File: src/rtl/hazard_ctrl.sv
// Pipeline hazard controller: turns load-use, memory-wait, branch/jump and halt
// requests into per-stage load enables and bubble flushes, with stall/flush statistics.
module hazard_ctrl (
  input  logic        clk,
  input  logic        rst,
  input  logic        Need_Stall,
  input  logic        EXmem__MemBusy,
  input  logic        EX__BranchTaken,
  input  logic        ID__Jump,
  input  logic        Halt,
  output logic        PC_En,
  output logic        IFid_En,
  output logic        IDex_En,
  output logic        EXmem_En,
  output logic        MEMwb_En,
  output logic        IFid_Flush,
  output logic        IDex_Flush,
  output logic        MEMwb_Flush,
  output logic        Halted,
  output logic        Mem_Timeout,
  output logic [15:0] Stall_Cnt,
  output logic [15:0] Flush_Cnt
);

  // state   | meaning
  // RUN     | normal issue, hazards resolved by priority
  // MEMWAIT | memory stage busy, pipeline frozen
  // DRAIN   | halt seen, fetch stopped while in-flight work retires
  // HALTED  | pipeline stopped until reset
  typedef enum logic [1:0] {RUN, MEMWAIT, DRAIN, HALTED} state_t;

  state_t      state_q, state_d;
  logic [2:0]  drain_q, drain_d;
  logic [7:0]  wait_q, wait_d;
  logic        bubble_q, bubble_d;
  logic        tmo_q, tmo_d;
  logic        halted_q, halted_d;
  logic [15:0] stall_cnt_q, stall_cnt_d;
  logic [15:0] flush_cnt_q, flush_cnt_d;
  logic        stall_ev, flush_ev;

  always_comb begin
    PC_En       = 1'b1;
    IFid_En     = 1'b1;
    IDex_En     = 1'b1;
    EXmem_En    = 1'b1;
    MEMwb_En    = 1'b1;
    IFid_Flush  = 1'b0;
    IDex_Flush  = 1'b0;
    MEMwb_Flush = 1'b0;
    state_d     = state_q;
    drain_d     = drain_q;
    wait_d      = 8'd0;
    bubble_d    = 1'b0;
    tmo_d       = tmo_q;
    halted_d    = halted_q;
    stall_ev    = 1'b0;
    flush_ev    = 1'b0;
    if (!rst) begin
      case (state_q)
        HALTED: begin
          PC_En    = 1'b0;
          IFid_En  = 1'b0;
          IDex_En  = 1'b0;
          EXmem_En = 1'b0;
          MEMwb_En = 1'b0;
        end
        default: begin
          if (EXmem__MemBusy) begin
            PC_En       = 1'b0;
            IFid_En     = 1'b0;
            IDex_En     = 1'b0;
            EXmem_En    = 1'b0;
            MEMwb_Flush = 1'b1;
            stall_ev    = 1'b1;
            if (wait_q == 8'hFF) begin
              wait_d = wait_q;
              tmo_d  = 1'b1;
            end else begin
              wait_d = wait_q + 8'd1;
            end
            // a busy memory only freezes the drain, it does not abandon it
            if (state_q != DRAIN) state_d = MEMWAIT;
          end else if (state_q == DRAIN) begin
            PC_En      = 1'b0;
            IFid_Flush = 1'b1;
            if (drain_q == 3'd0) begin
              state_d  = HALTED;
              halted_d = 1'b1;
            end else begin
              drain_d = drain_q - 3'd1;
            end
          end else begin
            state_d = RUN;
            if (EX__BranchTaken) begin
              IFid_Flush = 1'b1;
              IDex_Flush = 1'b1;
              flush_ev   = 1'b1;
            end else if (ID__Jump) begin
              IFid_Flush = 1'b1;
              flush_ev   = 1'b1;
            end else if (Need_Stall && !bubble_q) begin
              PC_En      = 1'b0;
              IFid_En    = 1'b0;
              IDex_Flush = 1'b1;
              stall_ev   = 1'b1;
              bubble_d   = 1'b1;
            end else if (Halt) begin
              state_d = DRAIN;
              drain_d = 3'd3;
            end
          end
        end
      endcase
    end
    stall_cnt_d = (stall_ev && stall_cnt_q != 16'hFFFF) ? stall_cnt_q + 16'd1 : stall_cnt_q;
    flush_cnt_d = (flush_ev && flush_cnt_q != 16'hFFFF) ? flush_cnt_q + 16'd1 : flush_cnt_q;
  end

  always_ff @(posedge clk or posedge rst) begin
    if (rst) begin
      state_q     <= RUN;
      drain_q     <= 3'd0;
      wait_q      <= 8'd0;
      bubble_q    <= 1'b0;
      tmo_q       <= 1'b0;
      halted_q    <= 1'b0;
      stall_cnt_q <= 16'd0;
      flush_cnt_q <= 16'd0;
    end else begin
      state_q     <= state_d;
      drain_q     <= drain_d;
      wait_q      <= wait_d;
      bubble_q    <= bubble_d;
      tmo_q       <= tmo_d;
      halted_q    <= halted_d;
      stall_cnt_q <= stall_cnt_d;
      flush_cnt_q <= flush_cnt_d;
    end
  end

  assign Halted      = halted_q;
  assign Mem_Timeout = tmo_q;
  assign Stall_Cnt   = stall_cnt_q;
  assign Flush_Cnt   = flush_cnt_q;

endmodule

File: config.mk
export PLATFORM = sky130hd
export DESIGN_NAME = hazard_ctrl
export DESIGN_NICKNAME = d
export VERILOG_FILES = /design/src/rtl/hazard_ctrl.sv
export SDC_FILE = /design/constraint.sdc
export NUM_CORES = 1
export LEC_CHECK = 0
export CAP_MARGIN = 20
export CORE_MARGIN = 2
export CORE_UTILIZATION = 49
export CTS_CLUSTER_DIAMETER = 120
export DETAILED_ROUTE_END_ITERATION = 6
export HOLD_SLACK_MARGIN = 0.02
export PLACE_DENSITY = 0.77
export REMOVE_ABC_BUFFERS = 1
export SLEW_MARGIN = 15
export SYNTH_ARGS = -nofsm -noshare
export SYNTH_HDL_FRONTEND = slang
export SYNTH_SLANG_ARGS = --single-unit
File: constraint.sdc
create_clock -name clk -period 3.29 [get_ports clk]
set_clock_uncertainty 0.15 [all_clocks]
set_input_delay 0.4935 -clock clk [delete_from_list [all_inputs] [get_ports clk]]
set_output_delay 0.4935 -clock clk [all_outputs]
set_load 0.02 [all_outputs]
Yosys cells after proc, flatten, opt, wreduce, memory -nomap -nowiden
Cells that the tools add are included.
{"block": "word_totals", "reg_bits": 48, "in_bits": 7}
{"block": "op_classes", "addsub": 4, "eq_ne": 13, "muxes": 62, "n_bitwise": 3, "reduce_logical": 10}
{"op": "two-way mux 1 bit", "n": 44}
{"op": "adder 16 x 1 -> 16 bit (second input constant)", "n": 2}
{"op": "two-way mux 8 bit", "n": 4}
{"op": "inequality test 16 bit (second input constant)", "n": 2}
{"op": "two-way mux 3 bit", "n": 6}
{"op": "two-way mux 2 bit", "n": 8}
{"op": "adder 8 x 1 -> 8 bit (second input constant)", "n": 1}
{"op": "equality test 8 bit (second input constant)", "n": 1}
{"op": "AND reduction 4 bit", "n": 2}
{"op": "AND reduction 8 bit", "n": 1}
{"op": "inequality test 2 x 1 -> 1 bit (second input constant)", "n": 3}
{"op": "inequality test 2 bit (second input constant)", "n": 3}
{"op": "AND reduction 5 bit", "n": 1}
{"op": "equality test 2 bit (second input constant)", "n": 2}
{"op": "inequality test 4 x 3 -> 1 bit (second input constant)", "n": 1}
{"op": "logical AND 1 bit", "n": 3}
{"op": "zero test 3 bit", "n": 1}
{"op": "inequality test 3 x 2 -> 1 bit (second input constant)", "n": 1}
{"op": "NOT 1 bit", "n": 3}
{"op": "subtractor 3 x 1 -> 3 bit (second input constant)", "n": 1}
{"op": "nonzero test 2 bit", "n": 1}
{"op": "zero test 1 bit", "n": 1}

Depth between registers and ports, before layout
{"block": "logic_depth", "word_depth": 10, "depth_mapped": 7, "mapped_depth_nobuf": 7}

Worst setup path after synthesis
Ideal clock, no wire load.
{"block": "synth_path", "kind": "input port to output port", "start": "input rst", "end": "output IFid_En", "t_arrival_ps": 2320, "setup_slack_ps": 326, "cell_stages": 3, "cell_sequence": "inv_1 -> nand2_1 -> o21a_1"}
{"block": "synth_between", "elab_chain_cells": 1}
{"element": "start: declaration", "line": "5", "source": "input logic rst,"}
{"element": "two-way mux 1 bit", "line": "59", "source": "if (!rst) begin"}
{"element": "end: declaration", "line": "12", "source": "output logic IFid_En,"}
Every way passes these cells.

Final worst setup path
{"block": "layout_path", "start": "input ID__Jump", "end": "output IFid_En"}
{"block": "layout_between", "elab_chain_cells": 6}
{"element": "start: declaration", "line": "9", "source": "input logic ID__Jump,"}
{"element": "two-way mux 1 bit", "line": "99", "source": "end else if (ID__Jump) begin"}
{"element": "two-way mux 1 bit", "line": "95", "source": "if (EX__BranchTaken) begin"}
{"element": "two-way mux 1 bit", "line": "84", "source": "end else if (state_q == DRAIN) begin"}
{"element": "two-way mux 1 bit", "line": "69", "source": "if (EXmem__MemBusy) begin"}
{"element": "two-way mux 1 bit", "line": "60", "source": "case (state_q)"}
{"element": "two-way mux 1 bit", "line": "59"}
Every way passes these cells.

==> impl_metrics.ini <==
[floorplanning]
core_area_sq_um = 4720
die_w_um = 74.2
die_y_um = 74.2
row_count = 25
die_area_sq_um = 5500
ioPinCount = 49
start_util_pct = 51.1

[cts]
cts_buffers = 5
clockRootBuffer = clkbuf_8
clkLatencyLatePin_ns = 0.29
cts_buffer_depth = 2
htree_levels = 2
ctsHoldBuffers = 0
cts_resized = 0
clkTransAtPathRegs_ns = 0.08
postCtsSetupBuffers = 0
cts_tree = done
numClockSinks = 48

[yosys]
netlist.area_leader.share_pct = 49.8
synth.area.top_cells = dfrtp_1 (50%), xnor2_1 (8.7%), nand3_1 (4.1%)
yosys_warnings = 0
synth_area_leader_cell = dfrtp_1
synth_edf_count = 0
async_reset_ff_share_pct = 100
yosysUniqueCellTypes = 47
yosysMostFrequentCell = dfrtp_1
ys_ff_latch = 48
synth_area_per_cell_sq_um = 10.2
syn_inst = 236
synth_area_sq_um = 2410
synthTopCellsByCount = dfrtp_1 (48), xnor2_1 (24), nor2_1 (21), nand3_1 (20), nand2_1 (17)
synth-main-ff-cell = dfrtp_1
seq_area_frac_synth_pct = 49.8

[flow_run]
drv_cap = 0

[routing]
wl_per_cell_um = 13.2
drt-initial-drc-count = 66
viasPerCell = 5.40
drt_pass1_iterations = 4
postRouteAntennaNets = 0
num_vias = 1913
post-route-drc-count = 0
routed_wl_mm = 4.69

[finish]
area_delta_synth_final_pct = 26.6
register_area_sq_um = 1200
antenna_cells = 0
nets = 298
finish.utilization_pct = 64.7
post_route_cells_drive_above_1_share_pct = 8.71
fill_cells = 376
final_cells = 354
multiInputGateArea_sq_um = 1140

[worst_hold_path]
min_from = Halted
hold_class = flop to flop

[grt]
grt_pass1_wl_mm = 7.96
grt.overflow.total = 0
grt_pass1_vias = 1796
grt_usage_pct = 18.4
antenna_found_initial = 0
grt_max_degree = 32

[setup_path]
rrSetupSlack_ns = 1.17
worstSetupStartpointType = input pin
arrival_ns = 2.18
cp-end-kind = output port
rr_startpoint = state_q[1]
cp.buffers_inverters = 2
cp-startpoint = ID__Jump
crit_type = input pin to output port
worstPathCellList = clkdlybuf4s50_1 > nor3_1 > nand2_1 > o21a_1 > clkdlybuf4s50_1
critPathTopFamily = buffers and inverters
required_ns = 2.65
path_max_fanout = 4
critical_path.max_stage_delay_ns = 0.53
crit_path_frequent_cell = clkdlybuf4s50_1
slowest_stage = clkdlybuf4s50_1

[power_and_ir_drop]
p_per_area_nw_per_um2 = 553
power.total_mw = 1.69
p_leak_nw = 1.28
peakVddDrop_mv = 0.463

[sta]
setup_viol_count_final = 0
tns_ns = 0
finalMaxSlewViolations = 0
fin_crit_ns = 2.82
final_hold_viol_count = 0
rsz0062_at_grt = no
worstMarginPinSlew_ns = 0.500
max_slew_margin_pct = 66.4
fmax_mhz = 354
fin_crit_sh_pct = 85.8

[place]
dp.cells = 346
globalplace.congestion = 0.833
io_buffers = 48
dp_hpwl_mm = 3.42

[status]
status = finished, final reports clean
==> state kept, by name, summed over array words and instances, names as in the netlist <==
signal and count:
Flush_Cnt 16, Halted 1, Mem_Timeout 1, Stall_Cnt 16, bubble_q 1, drain_q 3
state_q 2, wait_q 8
==> placed cells by master, fill, tap and decap left out, drive strengths merged, types with 2 or more instances in the layout <==
| cell | Yosys | final |
|---|---|---|
| buf | 3 | 3 |
| ha | 5 | 5 |
| nor2b | 2 | 2 |
| a21oi | 3 | 3 |
| clkbuf | 5 | 6 |
| nand2 | 17 | 17 |
| o21a | 2 | 2 |
| and2 | 4 | 4 |
| nand2b | 4 | 4 |
| nor2 | 21 | 21 |
| xor2 | 5 | 5 |
| and3 | 9 | 9 |
| xnor2 | 24 | 24 |
| clkdlybuf4s50 | 0 | 48 |
| and4 | 4 | 4 |
| inv | 9 | 9 |
| nand4 | 14 | 14 |
| nand3 | 20 | 20 |
| dfrtp | 48 | 48 |
| o21ai | 8 | 8 |
| a31oi | 2 | 2 |
| mux2 | 5 | 5 |
| clkinvlp | 0 | 2 |
| nor3 | 4 | 4 |
==> worst reg2reg max path: stages (launching register included) <==
cell and delay [ns]:
dfrtp_1 0.49, nor3_2 0.30, o21ai_0 0.26, nor3b_2 0.47
and4_1 0.26, xor2_1 0.14
==> final timing paths <==
kind / end / cells past startpoint
worst max-delay path: IFid_En / 5
worst min-delay path: Halted / 1
worst max register to register: Flush_Cnt[10] / 5
worst min register to register: Halted / 1
max in group asynchronous: Flush_Cnt[3] / 3
min in group asynchronous: Stall_Cnt[4] / 3
==> metal layers <==
metal	routed length [um]	part of all wire (%)	vias up	GRT usage (%)
met5	0	0	-	0
met3	238	5.1	2	3.93
met2	2270	48	51	30.1
met4	34	0.73	0	4.24
met1	2140	46	934	25.3
li1	-	-	926	-
==> where the power goes <==
part	internal, mW	switching, mW	leakage, nW	total, mW
logic	0.264	0.271	0.605	0.535
clock network	0.170	0.196	0.0434	0.366
registers	0.682	0.109	0.633	0.791
==> kinds of logic after synthesis <==
kind of cell / count (synthesis) / share of synthesized area (%)
buffers and inverters: 17 / 3.16
multiplexers: 6 / 2.90
AO/OA/AOI/OAI: 25 / 7.05
AND/OR/NAND/NOR: 106 / 24.0
XOR/XNOR: 29 / 10.5
adder cells (fa/ha/maj): 5 / 2.59
flip-flops: 48 / 49.8
==> stage by stage <==
step | hold WS, ns | area (sq um) | setup WS (ns)
finish | 0.331 | 3060 | 0.469
global route | 0.355 | 3060 | 0.398
CTS | 0.333 | 3060 | 0.464
detailed placement | 0.314 | 2960 | 0.476
global placement | 0.318 | 2960 | 0.482
floorplan | 0.306 | 2370 | 0.136
==> area by class of cell <==
class | count | area share (%)
tap | 67 | 2.74
inverter | 9 | 1.11
clock buffer | 6 | 2.70
timing repair buffer | 51 | 16.5
sequential | 48 | 39.3
clock inverter | 2 | 0.491
multi-input combinational | 171 | 37.2
No activity file was read; power rests on OpenSTA's default activity.
